<file path="src/rtl/timer_pkg.sv">
// Shared constants and types for the timer APB register block:
// register addresses, TCR/TSR bit positions and the bus FSM states.
package timer_pkg;

    localparam int ADDR_TDR  = 0;
    localparam int ADDR_TCR  = 1;
    localparam int ADDR_TSR  = 2;
    localparam int ADDR_TCNT = 3;

    localparam int TCR_LOAD    = 7;
    localparam int TCR_UPDOWN  = 5;
    localparam int TCR_EN      = 4;
    localparam int TCR_CKS_MSB = 1;
    localparam int TCR_CKS_LSB = 0;

    localparam int TSR_OVF = 0;
    localparam int TSR_UDF = 1;

    // Reserved TCR bits 6, 3 and 2 are never stored.
    localparam logic [7:0] TCR_MASK = 8'hB3;

    typedef enum logic [1:0] {
        IDLE   = 2'd0,
        SETUP  = 2'd1,
        ACCESS = 2'd2
    } apb_state_e;

endpackage

</file>
<file path="src/rtl/timer_apb_regs_if.sv">
// APB bus bundle between the CPU interconnect (master) and the timer
// register block (slave).
interface timer_apb_regs_if #(
    parameter int ADDR_W = 8
);
    logic              psel;
    logic              penable;
    logic              pwrite;
    logic [ADDR_W-1:0] paddr;
    logic [7:0]        pwdata;
    logic [7:0]        prdata;
    logic              pready;
    logic              pslverr;

    modport master (
        output psel, penable, pwrite, paddr, pwdata,
        input  prdata, pready, pslverr
    );

    modport slave (
        input  psel, penable, pwrite, paddr, pwdata,
        output prdata, pready, pslverr
    );
endinterface

</file>
<file path="src/rtl/timer_apb_fsm.sv">
// APB transfer sequencer: tracks setup/access phases, inserts the
// configured wait states and produces pready plus read/write strobes.
module timer_apb_fsm
    import timer_pkg::*;
#(
    parameter int WAIT_STATES = 0
) (
    input  logic pclk,
    input  logic presetn,
    input  logic psel,
    input  logic penable,
    input  logic pwrite,
    output logic pready,
    output logic wr_stb,
    output logic rd_stb
);

    apb_state_e state;
    logic [2:0] wait_cnt;

    // SETUP is the cycle right after a completion; a new setup phase seen
    // there (or in IDLE) moves straight to ACCESS so back-to-back transfers
    // need no idle bubble.
    always_ff @(posedge pclk) begin
        if (!presetn) begin
            state    <= IDLE;
            wait_cnt <= 3'd0;
        end else begin
            case (state)
                IDLE, SETUP: begin
                    if (psel && !penable) begin
                        state    <= ACCESS;
                        wait_cnt <= 3'(WAIT_STATES);
                    end else begin
                        state <= IDLE;
                    end
                end
                ACCESS: begin
                    if (!(psel && penable)) begin
                        state <= IDLE;
                    end else if (wait_cnt != 3'd0) begin
                        wait_cnt <= wait_cnt - 3'd1;
                    end else begin
                        state <= SETUP;
                    end
                end
                default: state <= IDLE;
            endcase
        end
    end

    assign pready = (state == ACCESS) && psel && penable && (wait_cnt == 3'd0);
    assign wr_stb = pready && pwrite;
    assign rd_stb = pready && !pwrite;

endmodule

</file>
<file path="src/rtl/timer_apb_regs.sv">
// Timer register file behind an APB slave port: TDR, TCR, sticky TSR
// flags and a read-only counter snapshot, driving the counter core controls.
module timer_apb_regs
    import timer_pkg::*;
#(
    parameter int WAIT_STATES = 0,
    parameter int ADDR_W      = 8
) (
    input  logic                pclk,
    input  logic                presetn,
    timer_apb_regs_if.slave     apb,
    input  logic [7:0]          cnt_val,
    input  logic                ovf_pulse,
    input  logic                udf_pulse,
    output logic [7:0]          tdr,
    output logic                load,
    output logic                updown,
    output logic                en,
    output logic [1:0]          cks
);

    logic       pready;
    logic       wr_stb;
    logic       rd_stb;
    logic       addr_err;
    logic       wr_ok;
    logic       tsr_clr_ovf;
    logic       tsr_clr_udf;
    logic [7:0] tcr;
    logic       ovf_flag;
    logic       udf_flag;
    logic [7:0] rd_val;

    timer_apb_fsm #(
        .WAIT_STATES (WAIT_STATES)
    ) u_fsm (
        .pclk    (pclk),
        .presetn (presetn),
        .psel    (apb.psel),
        .penable (apb.penable),
        .pwrite  (apb.pwrite),
        .pready  (pready),
        .wr_stb  (wr_stb),
        .rd_stb  (rd_stb)
    );

    assign addr_err = (apb.paddr > ADDR_W'(ADDR_TCNT)) ||
                      (apb.pwrite && (apb.paddr == ADDR_W'(ADDR_TCNT)));
    assign wr_ok    = wr_stb && !addr_err;

    assign tsr_clr_ovf = wr_ok && (apb.paddr == ADDR_W'(ADDR_TSR)) && !apb.pwdata[TSR_OVF];
    assign tsr_clr_udf = wr_ok && (apb.paddr == ADDR_W'(ADDR_TSR)) && !apb.pwdata[TSR_UDF];

    // Hardware events are OR-ed in after the software clear, so a set in
    // the same cycle as a clear leaves the flag high.
    always_ff @(posedge pclk) begin
        if (!presetn) begin
            tdr      <= 8'h00;
            tcr      <= 8'h00;
            ovf_flag <= 1'b0;
            udf_flag <= 1'b0;
        end else begin
            if (wr_ok && (apb.paddr == ADDR_W'(ADDR_TDR))) begin
                tdr <= apb.pwdata;
            end
            if (wr_ok && (apb.paddr == ADDR_W'(ADDR_TCR))) begin
                tcr <= apb.pwdata & TCR_MASK;
            end
            ovf_flag <= ovf_pulse || (ovf_flag && !tsr_clr_ovf);
            udf_flag <= udf_pulse || (udf_flag && !tsr_clr_udf);
        end
    end

    always_comb begin
        rd_val = 8'h00;
        case (apb.paddr)
            ADDR_W'(ADDR_TDR):  rd_val = tdr;
            ADDR_W'(ADDR_TCR):  rd_val = tcr;
            ADDR_W'(ADDR_TSR):  rd_val = {6'b0, udf_flag, ovf_flag};
            ADDR_W'(ADDR_TCNT): rd_val = cnt_val;
            default:            rd_val = 8'h00;
        endcase
    end

    assign apb.prdata  = (rd_stb && !addr_err) ? rd_val : 8'h00;
    assign apb.pready  = pready;
    assign apb.pslverr = pready && addr_err;

    assign load   = tcr[TCR_LOAD];
    assign updown = tcr[TCR_UPDOWN];
    assign en     = tcr[TCR_EN];
    assign cks    = tcr[TCR_CKS_MSB:TCR_CKS_LSB];

endmodule

</file>
<file path="src/flat_wrapper.sv">
// flat-port wrapper written by rule: the top's interface ports become plain ports
module timer_apb_regs_flat import timer_pkg::*;
#(
    parameter int WAIT_STATES = 0,
    parameter int ADDR_W      = 8
)
  (pclk, presetn, cnt_val, ovf_pulse, udf_pulse, tdr, load, updown, en, cks, apb_psel, apb_penable, apb_pwrite, apb_paddr, apb_pwdata, apb_prdata, apb_pready, apb_pslverr);
  timer_apb_regs_if #(.ADDR_W(ADDR_W)) apb_i ();
  input  logic pclk;
  input  logic presetn;
  input  logic [7:0] cnt_val;
  input  logic ovf_pulse;
  input  logic udf_pulse;
  output logic [7:0] tdr;
  output logic load;
  output logic updown;
  output logic en;
  output logic [1:0] cks;
  input wire logic [$bits(apb_i.psel)-1:0] apb_psel;
  input wire logic [$bits(apb_i.penable)-1:0] apb_penable;
  input wire logic [$bits(apb_i.pwrite)-1:0] apb_pwrite;
  input wire logic [$bits(apb_i.paddr)-1:0] apb_paddr;
  input wire logic [$bits(apb_i.pwdata)-1:0] apb_pwdata;
  output wire logic [$bits(apb_i.prdata)-1:0] apb_prdata;
  output wire logic [$bits(apb_i.pready)-1:0] apb_pready;
  output wire logic [$bits(apb_i.pslverr)-1:0] apb_pslverr;
  assign apb_i.psel = apb_psel;
  assign apb_i.penable = apb_penable;
  assign apb_i.pwrite = apb_pwrite;
  assign apb_i.paddr = apb_paddr;
  assign apb_i.pwdata = apb_pwdata;
  assign apb_prdata = apb_i.prdata;
  assign apb_pready = apb_i.pready;
  assign apb_pslverr = apb_i.pslverr;
  timer_apb_regs #(.WAIT_STATES(WAIT_STATES), .ADDR_W(ADDR_W)) u_core (.pclk(pclk), .presetn(presetn), .apb(apb_i), .cnt_val(cnt_val), .ovf_pulse(ovf_pulse), .udf_pulse(udf_pulse), .tdr(tdr), .load(load), .updown(updown), .en(en), .cks(cks));
endmodule
</file>
<file path="config.mk">
export PLATFORM = sky130hd
export DESIGN_NAME = timer_apb_regs_flat
export DESIGN_NICKNAME = d
export VERILOG_FILES = /design/src/rtl/timer_pkg.sv /design/src/rtl/timer_apb_regs_if.sv /design/src/rtl/timer_apb_fsm.sv /design/src/rtl/timer_apb_regs.sv /design/src/flat_wrapper.sv
export SDC_FILE = /design/constraint.sdc
export NUM_CORES = 1
export LEC_CHECK = 0
export CAP_MARGIN = 20
export CORE_ASPECT_RATIO = 1.4
export CORE_UTILIZATION = 40
export DETAILED_ROUTE_END_ITERATION = 12
export PLACE_DENSITY = 0.78
export SLEW_MARGIN = 40
export SYNTH_ARGS = -nofsm -noshare
export SYNTH_HDL_FRONTEND = slang
export SYNTH_SLANG_ARGS = --single-unit
export TNS_END_PERCENT = 1
</file>
<file path="constraint.sdc">
create_clock -name pclk -period 4.5 [get_ports pclk]
set_clock_uncertainty 0.1 [all_clocks]
set_input_delay 0.9 -clock pclk [delete_from_list [all_inputs] [get_ports pclk]]
set_output_delay 0.9 -clock pclk [all_outputs]
set_load 0.1 [all_outputs]
</file>
Word-level counts from Yosys, hierarchy flattened
Cells that the tools add are included.
{"block": "op_classes", "n_eq_ne": 9, "muxes": 10, "magnitude_cmp": 1, "n_addsub": 1, "n_reduce_logical": 35}
{"op": "$pmux 8 s4", "count": 1}
{"op": "$logic_and 1x1->1", "count": 18}
{"op": "$eq 8x2->1 const B", "count": 2}
{"op": "$mux 3", "count": 3}
{"op": "$eq 8x1->1 const B", "count": 1}
{"op": "$gt 8x2->1 const B", "count": 1}
{"op": "$logic_not 8->1", "count": 1}
{"op": "$mux 8", "count": 1}
{"op": "$logic_not 1->1", "count": 7}
{"op": "$mux 2", "count": 3}
{"op": "$ne 2x2->1 const B", "count": 3}
{"op": "$pmux 3 s2", "count": 1}
{"op": "$pmux 2 s2", "count": 1}
{"op": "$reduce_and 4->1", "count": 1}
{"op": "$logic_not 3->1", "count": 1}
{"op": "$logic_or 1x1->1", "count": 3}
{"op": "$ne 3x3->1 const B", "count": 1}
{"op": "$reduce_bool 3->1", "count": 1}
{"op": "$sub 3x1->3 const B", "count": 1}
{"op": "$eq 2x1->1 const B", "count": 1}
{"op": "$eq 2x2->1 const B", "count": 1}
{"op": "$logic_not 2->1", "count": 1}
{"op": "$reduce_bool 2->1", "count": 1}
{"op": "$reduce_or 2->1", "count": 1}
{"block": "word_totals", "in_bits": 31, "out_inout_bits": 23, "regBits": 20}

Logic depth before layout (Yosys ltp)
Gate-level depths: netlist (run 1).
{"block": "logic_depth", "depth_word": 11, "mapped_depth": 7, "mapped_depth_nobuf": 6}

Modules after synthesis
A second synthesis (run 1) with hierarchy kept.
{"block": "unflattened", "cells_unflattened": 127, "hier_area_um2": 1113.6}
{"module": "timer_apb_regs", "area_each_um2": 834.6, "cells_per_inst": 95, "instances": 1}
{"module": "timer_apb_fsm", "area_each_um2": 279.0, "cells_per_inst": 32, "instances": 1}

Least setup slack after synthesis (run 1)
OpenSTA, ideal clock, no wires.
{"block": "synth_path", "path_type": "input port to output port", "from": "input apb_paddr[0]", "to": "output apb_pslverr", "cell_stages": 5, "n_path_buf": 2, "arrival_time_ps": 3552, "path_slack_ps": -52, "path_cell_list": "buf_2 -> and2_1 -> clkbuf_1 -> a211oi_1 -> nor3_1"}
{"block": "synth_between", "elab_chain_cells": 4, "elab_cells_between_ends": 5}
{"element": "from (decl)", "line_no": "flat_wrapper.sv:22", "rtl": "input wire logic [$bits(apb_i.paddr)-1:0] apb_paddr;"}
{"element": "parallel branches: the longest is 2 deep, another holds $gt 8x2->1"}
{"element": "$logic_or 1x1->1 *", "line_no": "timer_apb_regs.sv:47", "rtl": "assign addr_err = (apb.paddr > ADDR_W'(ADDR_TCNT)) ||"}
{"element": "$logic_and 1x1->1 *", "line_no": "timer_apb_regs.sv:87", "rtl": "assign apb.pslverr = pready && addr_err;"}
{"element": "to (decl)", "line_no": "flat_wrapper.sv:26", "rtl": "output wire logic [$bits(apb_i.pslverr)-1:0] apb_pslverr;"}
Every way passes the cells marked *.

Worst setup path after layout (run 1)
{"block": "layout_path", "from": "input apb_paddr[7]", "to": "output apb_prdata[7]"}
{"block": "layout_between", "elab_chain_cells": 6, "elab_cells_between_ends": 11}
{"element": "parallel branches: the longest is 5 deep, another holds $gt 8x2->1"}
{"element": "$mux 8 *", "line_no": "timer_apb_regs.sv:85", "rtl": "assign apb.prdata = (rd_stb && !addr_err) ? rd_val : 8'h00;"}
{"element": "to (decl)", "line_no": "flat_wrapper.sv:24", "rtl": "output wire logic [$bits(apb_i.prdata)-1:0] apb_prdata;"}
Marks and branches as above.

==> out/summary.md, run 1 <==
* **top cell type's share of synthesized area** 34.0%
* **worst-margin pin slew** 0.667 ns
* **cell with the biggest individual delay on the critical path** sky130_fd_sc_hd__or4_1
* **maximum achievable frequency** 240 MHz
* **clock latency reported for the late side of the worst-skew pair** 0.29 ns
* **CTS-repair resized insts** 0
* **maximum fanout along the worst path** 8
* **DP HPWL** 2.41 mm
* **data required time at the worst endpoint** 3.50 ns
* **cell class contributing the biggest share of worst-path delay** simple AND/OR/NAND/NOR gates
* **clock tree from TritonCTS** built
* **Die X-Extent** 47.9 um
* **class of the tightest hold or removal check** register to register
* **Clock Sinks** 20
* **Buf+Inv Stages, Crit Path** 2
* **antenna violations before repair** 0
* **leakage power of the design** 0.000684 uW
* **worst hold path stage count** 2
* **distinct cell type count after synthesis** 32
* **first-pass GRT wire length** 4.98 mm
* **Detailed Routing Iterations Pass 1** 4
* **post-route cell area** 1740 um2
* **logic depth of the worst path, buffers included** 5
* **Initial Utilization** 43.6%
* **vias post-DR** 1111
* **placed standard-cell area** 1710 um2
* **residual DRC count** 0
* **overall routed net length** 3.14 mm
* **number of setup buffers added after CTS** 0
* **number of hold-repair buffers added at the cts stage** 0
* **total I/O pin count** 54
* **nature of the critical path startpoint** input pin
* **Total Routing Usage GR** 21.8%
* **number of hold violations in the final report** 0
* **Worst EP arrival** 3.17 ns
* **number of storage elements in the synthesis netlist** 20
* **layout cells sized above 1** 24.9%
* **unrepaired setup endpoints after global routing** no
* **Mapped Area** 1180 um2
* **Max Transition Viols Final** 0
* **number of placement rows** 22
* **syn_nets** 158
* **Cells after Synth** 125
* **number of inserted diodes** 0
* **Max Root-Sink Buffers** 2
* **clock period minus worst slack** 4.17 ns
* **Ys Warns** 0
* **wire length per cell** 15.0 um
* **largest voltage drop on the vdd net** 0.179 mV
* **type of the worst setup path** input pin to primary output
* **CTS root buffer** sky130_fd_sc_hd__clkbuf_4
* **nets@finish** 208
* **type of element capturing the critical path** primary output
* **number of levels in the clock H-tree** 1
* **total congestion overflow after global routing** 0
* **Worst-path clk slew** 0.10 ns
* **final total negative setup slack** 0 ns
* **gp weighted congestion** 0.784
* **area of the die** 3170 um2
* **number of global-route vias before repair** 1120
* **pwr/cell area** 187 nW/um2
* **series of cell instances along the critical path** clkdlybuf4s50_1 > or4_4 > or4_1 > nor3_2 > buf_12
* **max-capacitance violation count** 0
* **largest area contributor in the synthesized netlist** sky130_fd_sc_hd__dfxtp_1
* **number of routed nets with antenna violations** 0
* **routed via count divided by cell count** 5.32
* **Die Ht** 66.2 um
* **largest stage delay on the critical path** 0.74 ns
* **number of buffers created by CTS** 3
* **post-route fraction of the period consumed by the critical path** 92.8%
* **number of DRC markers in iteration 0** 29
* **area added between synthesis and finish** 47.9%
* **share of the yosys chip area belonging to registers** 34.0%
* **pin count of the biggest net entering global routing** 32
* **CORE AREA** 2700 um2
* **number of endpoints failing setup at the final stage** 0
* **Port Buffer Count** 53
* **outcome** complete, no violations
* **Syn Area/Cell** 9.42 um2
* **Slew headroom** 55.4%
* **synth top area cells** sky130_fd_sc_hd__dfxtp_1 34%, sky130_fd_sc_hd__mux2i_1 16%, sky130_fd_sc_hd__nand2_1 7.7%, sky130_fd_sc_hd__nor3_2 5.1%, sky130_fd_sc_hd__mux4_2 3.8%
* **R2R depth** 7
cell type report:
cell class	instances	area [um2]
fillers	250	956
flip-flops and latches	20	400
clock buffers	3	22.5
repair buffers	54	543
well taps	36	45.0
inverters	4	15.0
multi-input cells	92	716
power breakdown:
part	internal, uW	switching, uW	total, uW
logic	33.8	26.8	60.5
registers	179	1.19	180
clock network	31.2	52.9	84.1
per-layer routing:
layer	vias to the layer above	track usage (%)	routed length (um)
met3	4	1.64	131
met1	522	23.6	1220
li1	549	-	-
met4	0	8.68	47
met2	36	40.5	1750
met5	-	0	0
cell usage after synthesis (all sizes together):
cell     instances
nand2b           1
nor2b            1
clkbuf           5
or4              3
a2bb2oi          3
o21a             1
o21ai            2
nand3b           2
a211oi           1
or4bb            1
nand2           24
nor3b            2
ha               2
or2              1
nor4bb           1
a22oi            3
inv              4
a31oi            2
and2             3
nor4             2
mux2i           19
dfxtp           20
nand3            1
buf              4
nor3             9
nor2             3
mux4             2
nand4b           3
flip-flops by register name (all words and copies together) (netlist names):
signal / cells
u_core.u_fsm.wait_cnt: 3
u_core.tcr: 5
u_core.ovf_flag: 1
u_core.udf_flag: 1
u_core.u_fsm.state: 2
u_core.tdr: 8
final timing paths:
check / startpoint / slack [ns] / endpoint
max: apb_paddr[7] / 0.33 / apb_prdata[7]
min: u_core.u_fsm.wait_cnt[0] / 0.37 / u_core.u_fsm.wait_cnt[0]
max reg2reg: u_core.u_fsm.wait_cnt[0] / 2.39 / u_core.tdr[7]
min reg2reg: u_core.u_fsm.wait_cnt[0] / 0.37 / u_core.u_fsm.wait_cnt[0]
through the flow:
stage	hold slack, ns	total power, uW	cells	utilization [%]	worst slack (ns)
after detailed placement	0.352	245	205	63.5	0.311
after global placement	0.343	243	205	66.0	0.373
after global routing	0.403	337	209	64.6	0.256
after floorplan	0.335	213	125	-	0.160
final	0.368	325	209	64.6	0.325
after CTS	0.367	327	208	64.3	0.305
tightest hold or removal path: cells and delay by family (launching register included):
kind / cells / cell delay (ns)
flops: 1 / 0.33
simple gates: 1 / 0.05
mux: 1 / 0.05
cells in the final DEF (no fill, tap or decap), drive strengths merged, types with 3 or more instances in the layout:
cell and instances:
clkdlybuf4s50 29, buf 25, nand2 24, dfxtp 20, mux2i 19, nor3 9
inv 4, nand4b 3, and2 3, nor2 3, a22oi 3, a2bb2oi 3
clkbuf 3, or4 3
logic make-up after synthesis:
logic type               share of synthesized area [%]
AND/OR/NAND/NOR                                   30.9
multiplexers                                      20.0
flip-flops                                        34.0
buffers and inverters                             5.63
AO/OA/AOI/OAI                                     7.33
adder cells (fa/ha/maj)                           2.13
(Power assumes the default switching activity.)
==> run 2: changes to the inputs <==
PLACE_DENSITY = default   (was 0.78)
PLACE_DENSITY_LB_ADDON = 0.15   (was default)
==> run 2 against run 1 <==
Compared with the run above: sequential share of layout area grew 0.10 points; core utilization is 0.28 points lower; routed wire length decreased by 5.0%; largest power group unchanged; register-to-register slack worse by 0.11 ns; clock-buffer cell count did not move; maximum frequency rose by 1.1%; critical path depth unchanged.
==> out/summary.md, run 2 (same netlist as run 1, synthesis figures left out) <==
* **fin cells** 208, was 209
* **largest registers** u_core.tdr (8), u_core.tcr (5), u_core.u_fsm.wait_cnt (3), unchanged
* **clock tree from TritonCTS** built, unchanged
* **vias post-DR** 1103, was 1111
* **total congestion overflow after global routing** 0, unchanged
* **Initial Utilization** 43.6%, unchanged
* **number of endpoints failing setup at the final stage** 0, unchanged
* **wire length per cell** 14.4 um, was 15.0 um
* **leakage power of the design** 0.000679 uW, was 0.000684 uW
* **routed via count divided by cell count** 5.30, was 5.32
* **number of placement rows** 22, unchanged
* **clock latency reported for the late side of the worst-skew pair** 0.30 ns, was 0.29 ns
* **gp weighted congestion** 0.762, was 0.784
* **layout cells sized above 1** 24.4%, was 24.9%
* **pwr/cell area** 186 nW/um2, was 187 nW/um2
* **area of the die** 3170 um2, unchanged
* **Port Buffer Count** 53, unchanged
* **number of DRC markers in iteration 0** 14, was 29
* **max-capacitance violation count** 0, unchanged
* **data required time at the worst endpoint** 3.50 ns, about the same
* **nature of the critical path startpoint** input pin, unchanged
* **class of the tightest hold or removal check** register to register, unchanged
* **CTS-repair resized insts** 0, unchanged
* **most common cell after layout, fill and taps aside** sky130_fd_sc_hd__clkdlybuf4s50_1, unchanged
* **maximum achievable frequency** 242 MHz, was 240 MHz
* **most used cells in the layout excluding fill and tap cells** 29 x sky130_fd_sc_hd__clkdlybuf4s50_1, 24 x sky130_fd_sc_hd__nand2_1, 20 x sky130_fd_sc_hd__dfxtp_1, 19 x sky130_fd_sc_hd__mux2i_1, 14 x sky130_fd_sc_hd__buf_2, unchanged
* **nets@finish** 207, was 208
* **Worst EP arrival** 3.13 ns, was 3.17 ns
* **final worst setup slack** 0.369 ns, was 0.325 ns
* **number of global-route vias before repair** 1081, was 1120
* **Die Ht** 66.2 um, unchanged
* **first-pass GRT wire length** 4.57 mm, was 4.98 mm
* **Total Routing Usage GR** 20.3%, was 21.8%
* **Worst-path clk slew** 0.10 ns, about the same
* **post-route cell area** 1730 um2, was 1740 um2
* **number of inserted diodes** 0, unchanged
* **number of setup buffers added after CTS** 0, unchanged
* **Slew headroom** 48.8%, was 55.4%
* **register containing the most flip-flops in the final layout** u_core.tdr, unchanged
* **Detailed Routing Iterations Pass 1** 4, unchanged
* **Max Root-Sink Buffers** 2, unchanged
* **outcome** complete, no violations, unchanged
* **number of routed nets with antenna violations** 0, unchanged
* **placed standard-cell area** 1710 um2, unchanged
* **Inst Count DP** 205, unchanged
* **largest voltage drop on the vdd net** 0.154 mV, was 0.179 mV
* **pin count of the biggest net entering global routing** 32, unchanged
* **antenna violations before repair** 0, unchanged
* **number of hold-repair buffers added at the cts stage** 0, unchanged
* **post-placement worst setup slack** 0.376 ns, was 0.311 ns
* **unrepaired setup endpoints after global routing** no, unchanged
* **flip-flop count of the largest register, all copies and words added** 8, unchanged
* **worst-margin pin slew** 0.762 ns, was 0.667 ns
* **CTS root buffer** sky130_fd_sc_hd__clkbuf_4, unchanged
* **Die X-Extent** 47.9 um, unchanged
* **Max Transition Viols Final** 0, unchanged
* **total I/O pin count** 54, unchanged
* **DP HPWL** 2.38 mm, was 2.41 mm
* **overall routed net length** 2.99 mm, was 3.14 mm
* **type of the worst setup path** input pin to primary output, unchanged
* **clock period minus worst slack** 4.13 ns, was 4.17 ns
* **area added between synthesis and finish** 47.3%, was 47.9%
* **post-layout total power** 323 uW, was 325 uW
* **number of levels in the clock H-tree** 1, unchanged
* **type of element capturing the critical path** primary output, unchanged
* **maximum fanout along the worst path** 8, unchanged
* **post-route fraction of the period consumed by the critical path** 91.8%, was 92.8%
* **final total negative setup slack** 0 ns, unchanged
* **CORE AREA** 2700 um2, unchanged
* **number of hold violations in the final report** 0, unchanged
* **residual DRC count** 0, unchanged
* **number of buffers created by CTS** 3, unchanged
* **Clock Sinks** 20, unchanged
[run 2: changes by cell type in the layout (fill, tap and decap cells not counted), sizes merged]
cell  before  now
buf       25   24
[run 2: metrics by stage]
step | util (%) | hold slack, ns
6_report | 64.3 | 0.368
5_1_grt | 64.3 | 0.402
4_1_cts | 64.3 | 0.372
3_5_place_dp | 63.5 | 0.357
3_3_place_gp | 66.0 | 0.342
2_1_floorplan | - | 0.335
[run 2: final cells by class]
type | count | area, um2
clock buffer | 3 | 22.5
timing repair buffer | 53 | 536
fill | 261 | 963
tap | 36 | 45.0
inverter | 4 | 15.0
sequential | 20 | 400
multi-input combinational | 92 | 716
[run 2: per-layer routing]
| metal | GRT usage [%] | share of wire, % |
|---|---|---|
| met5 | 0 | 0 |
| met4 | 9.72 | 2.3 |
| met3 | 3.01 | 5.7 |
| met2 | 34.1 | 49 |
| met1 | 23.9 | 43 |
[run 2: path summary, 6_finish.rpt]
path	startpoint	to	slack [ns]	cells past startpoint
worst min-delay path	u_core.u_fsm.wait_cnt[1]	u_core.u_fsm.wait_cnt[1]	0.37	2
worst max register to register	u_core.u_fsm.wait_cnt[0]	u_core.tdr[2]	2.28	6
worst max-delay path	apb_paddr[7]	apb_prdata[6]	0.37	5
worst min register to register	u_core.u_fsm.wait_cnt[1]	u_core.u_fsm.wait_cnt[1]	0.37	2
[run 2: critical path, stage by stage]
cell and delay (ns):
sky130_fd_sc_hd__clkdlybuf4s50_1 0.40, sky130_fd_sc_hd__or4_4 0.58, sky130_fd_sc_hd__or4_1 0.71, sky130_fd_sc_hd__nor3_2 0.32
sky130_fd_sc_hd__buf_12 0.21
[run 2: power breakdown]
| part | internal (uW) | total [uW] | switching (uW) |
|---|---|---|---|
| registers | 179 | 180 | 1.26 |
| clock network | 31.3 | 82.9 | 51.7 |
| logic | 33.8 | 59.5 | 25.7 |
